<file path="src/rtl/tiny_alu_if.sv">
// rtl/tiny_alu_if.sv - command/result bundle between the tiny_alu driver and the tiny_alu core
//
// Purpose: groups the start handshake, opcode, operands, done pulse and result.
// Signals:
//   start_i  : command request, held high by the master until done_o is seen
//   opcode_i : 0 no_op, 1 add, 2 and, 3 xor, 4 mul, 5-7 reserved
//   a_i, b_i : unsigned operands
//   done_o   : one-cycle completion pulse
//   result_o : double-width result, held between done pulses
// Modports: master drives the command and samples the response; slave is the core.

interface tiny_alu_if #(
    parameter int INPUT_DATA_BITS = 8,
    parameter int OPCODE_BITS     = 3
);
    logic                           start_i;
    logic [OPCODE_BITS-1:0]         opcode_i;
    logic [INPUT_DATA_BITS-1:0]     a_i;
    logic [INPUT_DATA_BITS-1:0]     b_i;
    logic                           done_o;
    logic [2*INPUT_DATA_BITS-1:0]   result_o;

    modport master (
        output start_i,
        output opcode_i,
        output a_i,
        output b_i,
        input  done_o,
        input  result_o
    );

    modport slave (
        input  start_i,
        input  opcode_i,
        input  a_i,
        input  b_i,
        output done_o,
        output result_o
    );
endinterface

</file>
<file path="src/rtl/tiny_alu.sv">
// rtl/tiny_alu.sv - tiny ALU core: add/and/xor in one cycle, multi-cycle multiply
//
// Purpose: captures one command per start handshake, executes it and returns a
// double-width result with a single-cycle done pulse. Re-arms only after start
// has been released.
// Ports:
//   clk_i : clock, all logic on the rising edge
//   rst_i : asynchronous active-high reset
//   alu   : tiny_alu_if slave (start_i, opcode_i, a_i, b_i in; done_o, result_o out)

module tiny_alu #(
    parameter int INPUT_DATA_BITS = 8,
    parameter int OPCODE_BITS     = 3,
    parameter int MUL_LATENCY     = 3
) (
    input  logic       clk_i,
    input  logic       rst_i,
    tiny_alu_if.slave  alu
);
    localparam int W        = INPUT_DATA_BITS;
    localparam int RW       = 2 * INPUT_DATA_BITS;
    localparam int CNT_BITS = $clog2(MUL_LATENCY + 1);

    localparam logic [OPCODE_BITS-1:0] OP_ADD = OPCODE_BITS'(1);
    localparam logic [OPCODE_BITS-1:0] OP_AND = OPCODE_BITS'(2);
    localparam logic [OPCODE_BITS-1:0] OP_XOR = OPCODE_BITS'(3);
    localparam logic [OPCODE_BITS-1:0] OP_MUL = OPCODE_BITS'(4);

    typedef enum logic [1:0] {
        IDLE     = 2'd0,
        EXEC     = 2'd1,
        MUL      = 2'd2,
        WAIT_LOW = 2'd3
    } state_t;

    state_t                  state_q,   state_d;
    logic [OPCODE_BITS-1:0]  opcode_q,  opcode_d;
    logic [W-1:0]            a_q,       a_d;
    logic [W-1:0]            b_q,       b_d;
    logic [CNT_BITS-1:0]     mul_cnt_q, mul_cnt_d;
    logic                    done_q,    done_d;
    logic [RW-1:0]           result_q,  result_d;

    logic [W:0]              sum_w;
    logic [RW-1:0]           exec_result;
    logic [RW-1:0]           product;

    // Single-cycle operations; no_op and reserved opcodes yield zero so the
    // handshake always completes.
    always_comb begin
        sum_w       = {1'b0, a_q} + {1'b0, b_q};
        exec_result = '0;
        case (opcode_q)
            OP_ADD:  exec_result = {{(W-1){1'b0}}, sum_w};
            OP_AND:  exec_result = {{W{1'b0}}, a_q & b_q};
            OP_XOR:  exec_result = {{W{1'b0}}, a_q ^ b_q};
            default: exec_result = '0;
        endcase
    end

    assign product = RW'(a_q) * RW'(b_q);

    always_comb begin
        state_d   = state_q;
        opcode_d  = opcode_q;
        a_d       = a_q;
        b_d       = b_q;
        mul_cnt_d = mul_cnt_q;
        result_d  = result_q;
        done_d    = 1'b0;   // done is a pulse: it drops on the edge after it rises

        case (state_q)
            IDLE: begin
                if (alu.start_i) begin
                    opcode_d = alu.opcode_i;
                    a_d      = alu.a_i;
                    b_d      = alu.b_i;
                    if (alu.opcode_i == OP_MUL) begin
                        state_d   = MUL;
                        mul_cnt_d = CNT_BITS'(1);
                    end else begin
                        state_d = EXEC;
                    end
                end
            end

            EXEC: begin
                result_d = exec_result;
                done_d   = 1'b1;
                state_d  = alu.start_i ? WAIT_LOW : IDLE;
            end

            // mul_cnt holds the number of edges since capture, so done lands
            // exactly MUL_LATENCY edges after the capture edge.
            MUL: begin
                if (mul_cnt_q == CNT_BITS'(MUL_LATENCY)) begin
                    result_d  = product;
                    done_d    = 1'b1;
                    mul_cnt_d = '0;
                    state_d   = alu.start_i ? WAIT_LOW : IDLE;
                end else begin
                    mul_cnt_d = mul_cnt_q + CNT_BITS'(1);
                end
            end

            // A held start never retriggers; wait for it to drop.
            WAIT_LOW: begin
                if (!alu.start_i) begin
                    state_d = IDLE;
                end
            end

            default: state_d = IDLE;
        endcase
    end

    always_ff @(posedge clk_i or posedge rst_i) begin
        if (rst_i) begin
            state_q   <= IDLE;
            opcode_q  <= '0;
            a_q       <= '0;
            b_q       <= '0;
            mul_cnt_q <= '0;
            done_q    <= 1'b0;
            result_q  <= '0;
        end else begin
            state_q   <= state_d;
            opcode_q  <= opcode_d;
            a_q       <= a_d;
            b_q       <= b_d;
            mul_cnt_q <= mul_cnt_d;
            done_q    <= done_d;
            result_q  <= result_d;
        end
    end

    assign alu.done_o   = done_q;
    assign alu.result_o = result_q;
endmodule
</file>
<file path="src/flat_wrapper.sv">
// flat-port wrapper written by rule: the top's interface ports become plain ports
module tiny_alu_flat 
#(
    parameter int INPUT_DATA_BITS = 8,
    parameter int OPCODE_BITS     = 3,
    parameter int MUL_LATENCY     = 3
)
  (clk_i, rst_i, alu_start_i, alu_opcode_i, alu_a_i, alu_b_i, alu_done_o, alu_result_o);
  tiny_alu_if #(.INPUT_DATA_BITS(INPUT_DATA_BITS), .OPCODE_BITS(OPCODE_BITS)) alu_i ();
  input  logic clk_i;
  input  logic rst_i;
  input wire logic [$bits(alu_i.start_i)-1:0] alu_start_i;
  input wire logic [$bits(alu_i.opcode_i)-1:0] alu_opcode_i;
  input wire logic [$bits(alu_i.a_i)-1:0] alu_a_i;
  input wire logic [$bits(alu_i.b_i)-1:0] alu_b_i;
  output wire logic [$bits(alu_i.done_o)-1:0] alu_done_o;
  output wire logic [$bits(alu_i.result_o)-1:0] alu_result_o;
  assign alu_i.start_i = alu_start_i;
  assign alu_i.opcode_i = alu_opcode_i;
  assign alu_i.a_i = alu_a_i;
  assign alu_i.b_i = alu_b_i;
  assign alu_done_o = alu_i.done_o;
  assign alu_result_o = alu_i.result_o;
  tiny_alu #(.INPUT_DATA_BITS(INPUT_DATA_BITS), .OPCODE_BITS(OPCODE_BITS), .MUL_LATENCY(MUL_LATENCY)) u_core (.clk_i(clk_i), .rst_i(rst_i), .alu(alu_i));
endmodule
</file>
<file path="config.mk">
export PLATFORM = sky130hd
export DESIGN_NAME = tiny_alu_flat
export DESIGN_NICKNAME = d
export VERILOG_FILES = /design/src/rtl/tiny_alu_if.sv /design/src/rtl/tiny_alu.sv /design/src/flat_wrapper.sv
export SDC_FILE = /design/constraint.sdc
export NUM_CORES = 1
export LEC_CHECK = 0
export CORE_ASPECT_RATIO = 0.9
export CORE_MARGIN = 3
export CORE_UTILIZATION = 54
export DETAILED_ROUTE_END_ITERATION = 10
export PLACE_DENSITY = 0.79
export SLEW_MARGIN = 20
export SYNTH_ARGS = -nofsm -noshare
export SYNTH_HDL_FRONTEND = slang
export SYNTH_SLANG_ARGS = --single-unit
</file>
<file path="constraint.sdc">
create_clock -name clk_i -period 4.5 [get_ports clk_i]
set_input_delay 0.45 -clock clk_i [delete_from_list [all_inputs] [get_ports clk_i]]
set_output_delay 0.45 -clock clk_i [all_outputs]
set_load 0.02 [all_outputs]
</file>
==> impl_metrics.csv, run 1 <==
group,metric,value,unit
clock_network,numCtsBuffers,5,
yosys,ys_ff_latch,40,
floorplan,io_pins,39,
worst_setup_path,critPathRequiredTime,4.69,ns
yosys,synth_top_family_by_area,"adder cells",
placement,portBuffers,38,
sta,slew_viol_final,0,
finish,stdcell_count,609,
sta,finalCriticalPeriod,4.34,ns
worst_setup_path,cp_slowest_cell,"fa_1",
finish,nNetsFinal,620,
clock_network,root_buffer,"clkbuf_8",
worst_hold_path,hold_class,"flop to flop",
clock_network,ctsHoldBuffers,0,
yosys,synth_area_leaders,"dfrtp_1, fa_1, ha_1, and2_1, mux2_2",
clock_network,clkSlewWorstSetupHoldPaths,0.08,ns
detailed_routing,ant_nets,0,
clock_network,h-tree-depth,2,
job,cap_violations,0,
yosys,yosys.area_share.simple,17.0,%
global_route,grt_pass1_wl,17500,um
worst_setup_path,critical_path_class,"flop to flop",
sta,period_share,96.4,%
yosys,synth_top_cell_by_area,"dfrtp_1",
worst_setup_path,slowest_delay,0.55,ns
finish,num_antenna_cells,0,
yosys,async_flop_share,100,%
sta,worstMarginPinSlew,0.803,ns
yosys,synth_compound_gate_area_share,13.5,%
yosys,synthMuxAreaShare,6.66,%
yosys,synth.most_common_cell,"inv_1",
placement,gp_congestion,0.948,
floorplan,initial_utilization,56.2,%
placement,dp.cells,590,
detailed_routing,vias,3631,
yosys,synth_nets,563,
floorplan,die_w,100,um
sta,setup_violations,0,
yosys,synth_xor_area_share,2.03,%
yosys,synth_edf_count,0,
global_route,grt_overflow,0,
yosys,synthAdderAreaFrac,31.4,%
yosys,syn_inst,455,
yosys,synth_area,4310,um^2
worst_setup_path,start_kind,"flop",
yosys,ys_seq_area_share,23.2,%
global_route,antenna_found_initial,0,
worst_setup_path,endpoint_kind,"flop",
yosys,ys_types,56,
detailed_routing,drt_iter0_drc,345,
global_route,grt_max_degree,41,
worst_setup_path,critPathMaxFanout,9,
yosys,synth_area_per_cell,9.46,um^2
floorplan,core-area,7660,um^2
placement,dp_hpwl,8330,um
sta,hold_viol,0,
worst_setup_path,crit_family,"adder cells",
detailed_routing,wl_per_cell,18.0,um
detailed_routing,wirelength,10900,um
detailed_routing,via_per_inst,5.96,
detailed_routing,drc,0,
sta,slew_headroom,46.3,%
floorplan,rows,30,
sta,finalClockSkew,0.00522,ns
finish,syn2layout_area_growth,17.9,%
global_route,grt_pass1_vias,3555,
yosys,synth_top_area_share,23.2,%
worst_setup_path,worstPathCellList,"nand2_1, fa_1, fa_1, inv_1, fa_1, inv_1, fa_1, inv_1, ha_2, inv_1, o211ai_1, o41ai_1, buf_4, a221o_1, o22a_1",
yosys,synth_warnings,0,
yosys,ys_dominant_reg_cell,"dfrtp_1",
outcome,status,"completed",
clock_network,clk_latency,0.30,ns
floorplan,die_area,9080,um^2
yosys,netlist_top_cells_count,"inv_1, ha_1, and2_1, dfrtp_1, nand2_1",
worst_setup_path,cp_num_buf_inv,5,
finish,drive_gt1_share,12.7,%
global_route,grt_usage,24.3,%
clock_network,tritoncts,"yes",
sta,clock.fmax,230,MHz
finish,final_util,66.3,%
worst_setup_path,arrival,4.53,ns
clock_network,clockBufferDepth,2,
detailed_routing,drt_first_pass_iters,5,
clock_network,clock_sinks,40,
floorplan,die_y,90.7,um
[cell families (layout without fill, tap and decap cells)]
group	Yosys count	count (layout)
AND/OR/NAND/NOR	140	140
adder cells (fa/ha/maj)	86	86
AO/OA/AOI/OAI	84	84
buffers and inverters	69	127
flip-flops	40	40
multiplexers	26	26
XOR/XNOR	10	10
[final timing paths]
path	cells after the start	start	slack [ns]	end
setup / recovery	15	u_core.b_q[6]$_DFFE_PP0P_	0.16	u_core.alu.result_o[7]$_DFFE_PP0P_
hold / removal	2	u_core.alu.result_o[13]$_DFFE_PP0P_	0.49	u_core.alu.result_o[13]$_DFFE_PP0P_
setup reg to reg	15	u_core.b_q[6]$_DFFE_PP0P_	0.16	u_core.alu.result_o[7]$_DFFE_PP0P_
hold reg to reg	2	u_core.alu.result_o[13]$_DFFE_PP0P_	0.49	u_core.alu.result_o[13]$_DFFE_PP0P_
max in group asynchronous	3	rst_i	3.53	u_core.a_q[4]$_DFFE_PP0P_
min in group asynchronous	3	rst_i	0.58	u_core.a_q[0]$_DFFE_PP0P_
[sequential cells by signal (all words and copies together) (netlist names)]
register,count
u_core.a_q,8
u_core.b_q,8
u_core.mul_cnt_q,2
u_core.alu.done_o,1
u_core.opcode_q,3
u_core.state_q,2
u_core.alu.result_o,16
[placed cells by master, fill, tap and decap left out, types with 4 or more instances in the layout]
| master | instances |
|---|---|
| inv_1 | 60 |
| and2_1 | 46 |
| ha_1 | 44 |
| nand2_1 | 39 |
| clkdlybuf4s50_1 | 38 |
| fa_1 | 37 |
| dfrtp_1 | 32 |
| mux2_2 | 21 |
| o21ai_0 | 19 |
| buf_4 | 19 |
| a21oi_1 | 18 |
| nor2_1 | 16 |
| nor3_1 | 9 |
| nand3_1 | 8 |
| dfrtp_2 | 8 |
| xnor2_1 | 7 |
| clkbuf_8 | 6 |
| and3_1 | 5 |
| mux2i_1 | 5 |
| a21o_1 | 4 |
| a211oi_1 | 4 |
| nor2b_1 | 4 |
[repair_timing]
item,4_1_cts,5_1_grt
endpoints found under the setup margin,0,8
buffers inserted,0,11
resized for setup,0,16
[per-stage QoR]
stage | worst slack [ns] | cell area (um^2) | hold WS [ns] | TNS (ns)
6_report | 0.160 | 5080 | 0.489 | 0
5_1_grt | -0.0159 | 5080 | 0.531 | -0.0159
4_1_cts | 0.0192 | 4930 | 0.490 | 0
3_5_place_dp | 0.0325 | 4840 | 0.473 | 0
3_3_place_gp | 0.0924 | 4840 | 0.470 | 0
2_1_floorplan | 0.203 | 4310 | 0.505 | 0
[metal layers]
layer  share of wire [%]  global-route usage, %
met2                  48                   38.1
met1                  43                   33.8
met3                 7.0                   4.17
met5                   0                      0
met4                 2.0                   8.87
[layout make-up]
type	instances	area, um^2
Fill cell	637	2580
Sequential cell	40	1010
Inverter	60	225
Timing Repair Buffer	59	548
Clock buffer	8	90.1
Tap cell	96	120
Multi-Input combinational cell	346	3080
[worst register-to-register path, cell delays in order (launching register included)]
cell and delay, ns:
dfrtp_1 0.46, nand2_1 0.11, fa_1 0.50, fa_1 0.55, inv_1 0.05, fa_1 0.52
inv_1 0.06, fa_1 0.55, inv_1 0.05, ha_2 0.41, inv_1 0.10, o211ai_1 0.09
o41ai_1 0.11, buf_4 0.16, a221o_1 0.34, o22a_1 0.18
Power of run 1 is left out: the tool's default activity adds up to more than one toggle a clock period on the data nets, which glitch-free logic cannot reach.
==> run 2: changes to the inputs <==
Settings changed: ABC_CLOCK_PERIOD_IN_PS from default to 4500.
==> results of run 2 <==
Same layout as run 1: the final DEF is identical, and so are final timing and power.
Power of run 2 is left out for the same reason.
==> run 3: changes to the inputs <==
Settings changed: CAP_MARGIN from default to 20, GPL_ROUTABILITY_DRIVEN from default to 1.
==> results of run 3 <==
Same layout as run 1: the final DEF is identical, and so are final timing and power.
Power of run 3 is left out for the same reason.
